## src/rtl/key_conditioner_pkg.sv

```systemverilog
// Shared constants for the calculator front-end key conditioner.
package calc_pkg;

  // Per-button debounce FSM encoding
  localparam logic [1:0] RELEASED     = 2'd0;
  localparam logic [1:0] PRESS_WAIT   = 2'd1;
  localparam logic [1:0] PRESSED      = 2'd2;
  localparam logic [1:0] RELEASE_WAIT = 2'd3;

  // Active-low key codes understood by the calculator
  localparam logic [1:0] KEY_IDLE = 2'b11;
  localparam logic [1:0] KEY1     = 2'b10;
  localparam logic [1:0] KEY2     = 2'b01;

  // Depth of every input synchroniser chain
  localparam int unsigned SYNC_STAGES = 2;

  function automatic int unsigned max3(input int unsigned a, input int unsigned b,
                                       input int unsigned c);
    int unsigned m;
    m = (a > b) ? a : b;
    return (m > c) ? m : c;
  endfunction

endpackage

```

## src/rtl/key_conditioner_debounce_fsm.sv

```systemverilog
// One pushbutton: 2-flop synchroniser, saturating counter, 4-state debounce FSM.
// Emits a registered one-cycle qualify pulse per accepted press and the
// debounced level (active-low). With KEY_AUTOREPEAT_EN defined, a held button
// also emits repeat qualify pulses.
module debounce_fsm
  import calc_pkg::*;
#(
  parameter int unsigned CNT_W           = 16,
  parameter int unsigned DEBOUNCE_CYCLES = 50000
`ifdef KEY_AUTOREPEAT_EN
  ,
  parameter int unsigned REPEAT_DELAY    = 25000000,
  parameter int unsigned REPEAT_PERIOD   = 5000000
`endif
) (
  input  logic clk_i,
  input  logic rst_ni,
  input  logic key_raw_i,
  output logic qualify_o,
  output logic level_o
);

  localparam logic [CNT_W-1:0] CNT_ONE = CNT_W'(1);
  localparam logic [CNT_W-1:0] DB_LIM  = CNT_W'(DEBOUNCE_CYCLES);
`ifdef KEY_AUTOREPEAT_EN
  localparam logic [CNT_W-1:0] RD_LIM  = CNT_W'(REPEAT_DELAY);
  localparam logic [CNT_W-1:0] RP_LIM  = CNT_W'(REPEAT_PERIOD);
  logic rep_q, rep_d;
`endif

  logic [SYNC_STAGES-1:0] sync_q;
  logic                   sync;
  logic [1:0]             state_q, state_d;
  logic [CNT_W-1:0]       cnt_q, cnt_d, cnt_inc;
  logic                   qual_q, qual_d;

  assign sync    = sync_q[SYNC_STAGES-1];
  assign cnt_inc = (cnt_q == '1) ? cnt_q : cnt_q + CNT_ONE;

  // Synchroniser chain, idles at released (1)
  always_ff @(posedge clk_i) begin
    if (!rst_ni) sync_q <= '1;
    else         sync_q <= {sync_q[SYNC_STAGES-2:0], key_raw_i};
  end

  // Debounce next-state logic. The sample that triggers leaving a stable
  // state counts as the first of the DEBOUNCE_CYCLES, so entry loads 1.
  always_comb begin
    state_d = state_q;
    cnt_d   = cnt_q;
    qual_d  = 1'b0;
`ifdef KEY_AUTOREPEAT_EN
    rep_d   = rep_q;
`endif
    case (state_q)
      RELEASED: begin
        cnt_d = '0;
        if (!sync) begin
          state_d = PRESS_WAIT;
          cnt_d   = CNT_ONE;
        end
      end
      PRESS_WAIT: begin
        if (sync) begin
          state_d = RELEASED;
          cnt_d   = '0;
        end else if (cnt_inc == DB_LIM) begin
          state_d = PRESSED;
          cnt_d   = '0;
          qual_d  = 1'b1;
`ifdef KEY_AUTOREPEAT_EN
          rep_d   = 1'b0;
`endif
        end else begin
          cnt_d = cnt_inc;
        end
      end
      PRESSED: begin
        if (sync) begin
          state_d = RELEASE_WAIT;
          cnt_d   = CNT_ONE;
        end else begin
`ifdef KEY_AUTOREPEAT_EN
          if (cnt_inc == (rep_q ? RP_LIM : RD_LIM)) begin
            qual_d = 1'b1;
            cnt_d  = '0;
            rep_d  = 1'b1;
          end else begin
            cnt_d = cnt_inc;
          end
`else
          cnt_d = '0;
`endif
        end
      end
      RELEASE_WAIT: begin
        if (!sync) begin
          state_d = PRESSED;
          cnt_d   = '0;
`ifdef KEY_AUTOREPEAT_EN
          rep_d   = 1'b0;
`endif
        end else if (cnt_inc == DB_LIM) begin
          state_d = RELEASED;
          cnt_d   = '0;
        end else begin
          cnt_d = cnt_inc;
        end
      end
      default: begin
        state_d = RELEASED;
        cnt_d   = '0;
      end
    endcase
  end

  // FSM, counter and qualify registers
  always_ff @(posedge clk_i) begin
    if (!rst_ni) begin
      state_q <= RELEASED;
      cnt_q   <= '0;
      qual_q  <= 1'b0;
`ifdef KEY_AUTOREPEAT_EN
      rep_q   <= 1'b0;
`endif
    end else begin
      state_q <= state_d;
      cnt_q   <= cnt_d;
      qual_q  <= qual_d;
`ifdef KEY_AUTOREPEAT_EN
      rep_q   <= rep_d;
`endif
    end
  end

  assign qualify_o = qual_q;
  assign level_o   = !((state_q == PRESSED) || (state_q == RELEASE_WAIT));

endmodule

```

## src/rtl/key_conditioner.sv

```systemverilog
// Calculator input stage: synchronises operand / ALU-op switches, debounces the
// two record buttons and arbitrates their presses onto the active-low `key`
// strobe (2'b10 = operand 1, 2'b01 = operand 2, 2'b11 = idle, never 2'b00).
// Optional auto-repeat of held buttons: define KEY_AUTOREPEAT_EN.
module key_conditioner
  import calc_pkg::*;
#(
  parameter int unsigned ENTER_SW        = 4,
  parameter int unsigned ALU_SW          = 4,
  parameter int unsigned RECORD          = 2,
  parameter int unsigned DEBOUNCE_CYCLES = 50000,
  parameter int unsigned REPEAT_DELAY    = 25000000,
  parameter int unsigned REPEAT_PERIOD   = 5000000
) (
  input  logic                clk,
  input  logic                rst_n,
  input  logic [RECORD-1:0]   key_raw,
  input  logic [ENTER_SW-1:0] sw_raw,
  input  logic [ALU_SW-1:0]   arif_raw,
  output logic [RECORD-1:0]   key,
  output logic [RECORD-1:0]   key_level,
  output logic [ENTER_SW-1:0] in_number,
  output logic [ALU_SW-1:0]   arif
);

  localparam int unsigned CNT_W =
    $clog2(max3(DEBOUNCE_CYCLES, REPEAT_DELAY, REPEAT_PERIOD) + 1);

  logic [SYNC_STAGES-1:0][ENTER_SW-1:0] sw_q;
  logic [SYNC_STAGES-1:0][ALU_SW-1:0]   arif_q;
  logic [1:0] qual, lvl;
  logic [1:0] key_q, key_d, lvl_q;
  logic       pend_q, pend_d;

  for (genvar b = 0; b < 2; b++) begin : g_btn
    debounce_fsm #(
      .CNT_W          (CNT_W),
      .DEBOUNCE_CYCLES(DEBOUNCE_CYCLES)
`ifdef KEY_AUTOREPEAT_EN
      ,
      .REPEAT_DELAY   (REPEAT_DELAY),
      .REPEAT_PERIOD  (REPEAT_PERIOD)
`endif
    ) u_debounce (
      .clk_i    (clk),
      .rst_ni   (rst_n),
      .key_raw_i(key_raw[b]),
      .qualify_o(qual[b]),
      .level_o  (lvl[b])
    );
  end

  // Switch synchronisers, cleared to 0
  always_ff @(posedge clk) begin
    if (!rst_n) begin
      sw_q   <= '0;
      arif_q <= '0;
    end else begin
      sw_q[0]   <= sw_raw;
      arif_q[0] <= arif_raw;
      for (int unsigned i = 1; i < SYNC_STAGES; i++) begin
        sw_q[i]   <= sw_q[i-1];
        arif_q[i] <= arif_q[i-1];
      end
    end
  end

  // Strobe arbiter: button 0 wins a tie, button 1 is deferred one cycle
  always_comb begin
    key_d  = KEY_IDLE;
    pend_d = pend_q;
    if (qual[0]) begin
      key_d = KEY1;
      if (qual[1]) pend_d = 1'b1;
    end else if (pend_q) begin
      key_d  = KEY2;
      pend_d = qual[1];
    end else if (qual[1]) begin
      key_d = KEY2;
    end
  end

  // Registered strobe, pending flag and debounced level
  always_ff @(posedge clk) begin
    if (!rst_n) begin
      key_q  <= KEY_IDLE;
      pend_q <= 1'b0;
      lvl_q  <= 2'b11;
    end else begin
      key_q  <= key_d;
      pend_q <= pend_d;
      lvl_q  <= lvl;
    end
  end

  assign key       = key_q;
  assign key_level = lvl_q;
  assign in_number = sw_q[SYNC_STAGES-1];
  assign arif      = arif_q[SYNC_STAGES-1];

endmodule

```

## config.mk

```make
export PLATFORM = sky130hd
export DESIGN_NAME = key_conditioner
export DESIGN_NICKNAME = d
export VERILOG_FILES = /design/src/rtl/key_conditioner_pkg.sv /design/src/rtl/key_conditioner_debounce_fsm.sv /design/src/rtl/key_conditioner.sv
export SDC_FILE = /design/constraint.sdc
export NUM_CORES = 1
export LEC_CHECK = 0
export CAP_MARGIN = 10
export CORE_AREA = 2 2 102 104
export DETAILED_ROUTE_END_ITERATION = 16
export DIE_AREA = 0 0 104 106
export SLEW_MARGIN = 20
export SYNTH_ARGS = -nofsm -noshare
export SYNTH_HDL_FRONTEND = slang
export SYNTH_SLANG_ARGS = --single-unit
export TNS_END_PERCENT = 5
```

## constraint.sdc

```tcl
create_clock -name clk -period 4.2 [get_ports clk]
set_clock_uncertainty 0.2 [all_clocks]
set_input_delay 0.42 -clock clk [delete_from_list [all_inputs] [get_ports clk]]
set_output_delay 0.42 -clock clk [all_outputs]
set_load 0.02 [all_outputs]
```

# [Word-level counts from Yosys, hierarchy flattened]
# Index checks and enable logic that the tools add are counted.
[word_totals] regBits=81 in_bits=12 elab_cells=87
[classes] add_sub_neg=2 n_eq_ne=19 n_mux=36 n_bitwise=3 reduce_logical=11
[ops] operator="$mux 25" count=8
[ops] operator="$pmux 25 s4" count=2
[ops] operator="$add 25x1->25 const B" count=2
[ops] operator="$eq 25x16->1 const B" count=2
[ops] operator="$eq 25x25->1 const B" count=2
[ops] operator="$mux 2" count=14
[ops] operator="$pmux 2 s4" count=2
[ops] operator="$mux 1" count=10
[ops] operator="$eq 2x2->1 const B" count=4
[ops] operator="$reduce_and 4->1" count=2
[ops] operator="$ne 2x1->1 const B" count=3
[ops] operator="$ne 3x1->1 const B" count=2
[ops] operator="$ne 3x3->1 const B" count=2
[ops] operator="$reduce_or 3->1" count=2
[ops] operator="$eq 2x1->1 const B" count=2
[ops] operator="$logic_not 2->1" count=2
[ops] operator="$ne 2x2->1 const B" count=2
[ops] operator="$not 1->1" count=3
[ops] operator="$logic_not 1->1" count=2
[ops] operator="$logic_or 1x1->1" count=2
[ops] operator="$reduce_or 2->1" count=1

# [Longest topological paths before layout]
[depth] depth_word=6 depth_mapped=10

# [By module]
# From an unflattened synthesis, not the netlist that was laid out.
[unflattened] hier_cells=473 area_unflattened_um2=4077.7
[modules_own_cells] module="debounce_fsm" instances=2 cells_each=209 area_each_um2=1719.1
[modules_own_cells] module="key_conditioner" instances=1 cells_each=55 area_each_um2=639.4

# [Worst setup path after synthesis]
# Ideal clock, no wire load.
[synth_path] kind="reg2reg" from="reg g_btn[0].u_debounce.cnt_q[0]" to="reg g_btn[0].u_debounce.cnt_q[14]" t_arrival_ps=2549 required_time_ps=3867 slack_ps=1319 stages_incl_launch_ff=11 period_less_slack_ps=2881 path_cell_list="dfxtp_1 ha_1 nand4_1 nor4_4 a21boi_0 a21oi_1 nor4_1 and4bb_2 or2_1 buf_2 a21oi_1"
[synth_via] elab_chain_cells=6 elab_cells_between_ends=8
[synth_rtl] element="start, declared" line="key_conditioner_debounce_fsm.sv:34" rtl="logic [CNT_W-1:0] cnt_q, cnt_d, cnt_inc;"
[synth_rtl] element="start signal, assigned" line="key_conditioner_debounce_fsm.sv:128" rtl="cnt_q <= cnt_d;"
[synth_rtl] element="$add 25x1->25 or $eq 25x25->1 (tied branches)" line="key_conditioner_debounce_fsm.sv:38" rtl="assign cnt_inc = (cnt_q == '1) ? cnt_q : cnt_q + CNT_ONE;"
[synth_rtl] element="$mux 25 (*)" line="key_conditioner_debounce_fsm.sv:38"
[synth_rtl] element="$eq 25x16->1" line="key_conditioner_debounce_fsm.sv:67, key_conditioner_debounce_fsm.sv:103"
[synth_rtl] element="$mux 25 (*)" line="key_conditioner_debounce_fsm.sv:67, key_conditioner_debounce_fsm.sv:103"
[synth_rtl] element="$mux 25 (on tied branches)" line="key_conditioner_debounce_fsm.sv:97, key_conditioner_debounce_fsm.sv:64"
[synth_rtl] element="$pmux 25 s4 (*)" line="key_conditioner_debounce_fsm.sv:55" rtl="case (state_q)"
# Mark *: on every way between the ends. The rest lies on a longest branch, timed or not.
# A chain may end at the register's enable or synchronous reset.

# [Worst setup path after layout]
[layout_path] from="reg g_btn[0].u_debounce.cnt_q[0]" to="reg g_btn[0].u_debounce.cnt_q[8]"
# The elaborated chain is that of the path after synthesis.

==> flow_summary.yaml <==
floorplan:
  rows: 37
  core_um2: 10000
  die_height_um: 106
  initial_core_util: 0.388
  fp.dieW_um: 104
  dieArea_um2: 11000
  ios: 24
critical_path:
  slowest_delay_ps: 540
  crit_required_ps: 4240
  startpoint: "g_btn[0].u_debounce.cnt_q[0]"
  slowest_stage: "nor4_4"
  reg2reg_depth: 9
  cpLargestDelayFamily: "simple AND/OR/NAND/NOR gates"
  worstPathArrival_ps: 3430
  cp_num_buf_inv: 0
  critPathMaxFanout: 8
  critPathCaptureType: "flop"
  start_kind: "flop"
  crit_cells: 9
  rrSetupSlack_ps: 800
  critPathKind: "reg -> reg"
  cp_cell_sequence: "ha_1 > nand4_1 > nor4_4 > a21boi_0 > a21oi_1 > nor4_1 > and4bb_2 > or2_1 > nor2_1"
  reg2reg_from: "g_btn[0].u_debounce.cnt_q[0]"
  r2r-end: "g_btn[0].u_debounce.cnt_q[8]"
yosys:
  yosys.area_share.simple: 0.295
  synthFlopType: "dfxtp_1"
  synth-compound-area-share: 0.129
  netlist_instances: 445
  syn-num-nets: 459
  synthTopCellsByArea: "dfxtp_1 42%, xnor2_1 6.5%, a21oi_1 4.5%, nand2_1 3.6%, nor2_1 3.6%"
  ys_types: 56
  syn_area_um2: 3880
  synth.top_cell.area_share: 0.418
  synth_top_family_by_area: "simple AND/OR/NAND/NOR gates"
  syn_area_per_cell_um2: 8.72
  synth_area_leader_cell: "dfxtp_1"
  synth_seq_area_share: 0.418
  synthMuxAreaShare: 0.0155
  synth_seq_cells: 81
  synthMostInstantiatedCell: "dfxtp_1"
  ys_warn_count: 0
  synthTopCellsByCount: "81 x dfxtp_1, 37 x nand2_1, 37 x nor2_1"
  synthXorXnorAreaFrac: 0.0948
  synthAdderAreaFrac: 0.00645
  async_reset_ff_frac: 0
  synth_edf_count: 0
routing:
  via_count: 3187
  viasPerCell: 5.34
  first_pass_iters: 5
  drt-total-wl_mm: 8.20
  drc: 0
  ant_nets: 0
  detail_route.iter0.violations: 106
  post_drt_wl_per_cell_um: 13.7
clocking:
  cts_sinks: 81
  htreeDepth: 3
  clk_pin_slew_worst_paths_ps: 90
  clkLatencyLatePin_ps: 360
  postCtsHoldBufs: 0
  cts_made_buffers: 9
  clock_tree.root_cell: "clkbuf_8"
  cts_setup_buffers: 0
  cts_resized: 0
  cts.path.max_buffers: 2
  cts_tree: "done"
finish:
  multi_input_area_um2: 2100
  final_cells: 597
  drive_gt1_frac: 0.0759
  nFillCells: 1024
  seq_area_um2: 1620
  fin_nets: 470
  syn2layout_area_growth_pct: 13.4
  diodes: 0
sta:
  max_freq_mhz: 294
  slew_headroom: 0.426
  setup_slack_ps: 803
  hold_violations: 0
  grt_setup_unrepaired: "no"
  tightest_slew_ps: 859
  fin_crit_ps: 3400
  setup_viol: 0
  tns_ps: 0
  drv_slew: 0
  fin_crit_sh: 0.809
power_and_ir_drop:
  p_leak_nw: 1.43
  powerDensity_nw_per_um2: 335
  ir_drop_mv: 0.131
run_status:
  status: "completed"
min_path:
  holdPathEnd: "g_btn[0].u_debounce.sync_q[1]"
  hold_path_class: "reg -> reg"
  holdPathStages: 1
  holdCritStartpoint: "g_btn[0].u_debounce.sync_q[0]"
placement:
  port_buffers: 23
  finalWeightedCongestion: 0.934
  dp_cells: 581
  dpl_worst_slack_ps: 817
  dp_hpwl_mm: 5.66
global_route:
  grt_first_pass_wirelength_mm: 14.1
  grt-ovfl-total: 0
  antenna_found_initial: 0
  grt_max_degree: 20
  grt_usage: 0.156
  first_global_vias: 3050
job:
  cap_violations: 0
==> worst reg2reg max path: cells and delay by family, from the launching register on <==
| kind | cells | cell delay (ps) |
|---|---|---|
| adders and majority gates | 1 | 300 |
| DFF | 1 | 440 |
| AOI/OAI and AO/OA | 2 | 610 |
| and+or+nand+nor | 6 | 1740 |
==> report_power, final <==
group / leakage (nW) / internal [W] / switching [W]
sequential: 0.657 / 0.000777 / 0.00000360
combinational: 0.659 / 0.0000209 / 0.0000142
clock: 0.113 / 0.000345 / 0.000311
total: 1.43 / 0.00114 / 0.000328
==> worst max path at each step <==
stage,endpoint,slack (ps)
6_report,g_btn[0].u_debounce.cnt_q[8],800
4_1_cts,g_btn[0].u_debounce.cnt_q[8],810
3_3_place_gp,g_btn[0].u_debounce.cnt_q[8],810
3_5_place_dp,g_btn[0].u_debounce.cnt_q[8],820
2_1_floorplan,g_btn[0].u_debounce.cnt_q[14],1320
5_1_grt,g_btn[0].u_debounce.cnt_q[8],490
==> layout by cell type, fill, tap and decap left out, types with 7 or more instances in the layout <==
master and count:
xor2_1 13, clkbuf_8 9, o21ai_0 11, nand4_1 8, dfxtp_1 81, a31oi_1 7
nand3_1 23, nand2_1 37, nor4_1 7, and4_1 9, nor2_1 37, nand2b_1 8
xnor2_1 29, nor3_1 15, and2_1 22, a21oi_1 35, clkdlybuf4s50_1 23, inv_1 7
==> flip-flops by register name, summed over array words and instances (netlist names), named ones only <==
signal                      flops
key                             2
g_btn.u_debounce.cnt_q         50
arif                            4
g_btn.u_debounce.qualify_o      2
pend_q                          1
g_btn.u_debounce.sync_q         4
g_btn.u_debounce.state_q        2
in_number                       4
key_level                       2
sw_q                            4
arif_q                          4
==> stage by stage <==
step,area [um^2],util,hold WS (ps),power [W]
4_1_cts,4400,0.440,214,0.00149
6_report,4400,0.440,212,0.00147
5_1_grt,4400,0.440,247,0.00153
2_1_floorplan,3880,-,181,0.000818
3_5_place_dp,4170,0.417,192,0.000835
3_3_place_gp,4170,0.417,190,0.000834
==> cell families (layout without fill, tap and decap cells) <==
| logic type | Yosys count | in the layout |
|---|---|---|
| simple gates | 201 | 201 |
| xor+xnor | 42 | 42 |
| fa+ha+maj | 2 | 2 |
| flops | 81 | 81 |
| compound gates | 80 | 80 |
| buf+inv | 33 | 49 |
| mux | 6 | 6 |
==> routing by layer <==
metal	up-vias	GRT usage	wire, um
met5	-	0	0
met4	0	0.0444	107
met3	11	0.0429	308
met2	53	0.273	3990
met1	1518	0.187	3790
li1	1605	-	-
==> layout make-up <==
type                       count  area share
multi-input combinational    331       0.477
sequential                    81       0.369
timing repair buffer          26      0.0575
tap                          136      0.0387
clock buffer                   9      0.0282
clock inverter                 7      0.0239
inverter                       7     0.00597
(Power assumes the default switching activity.)
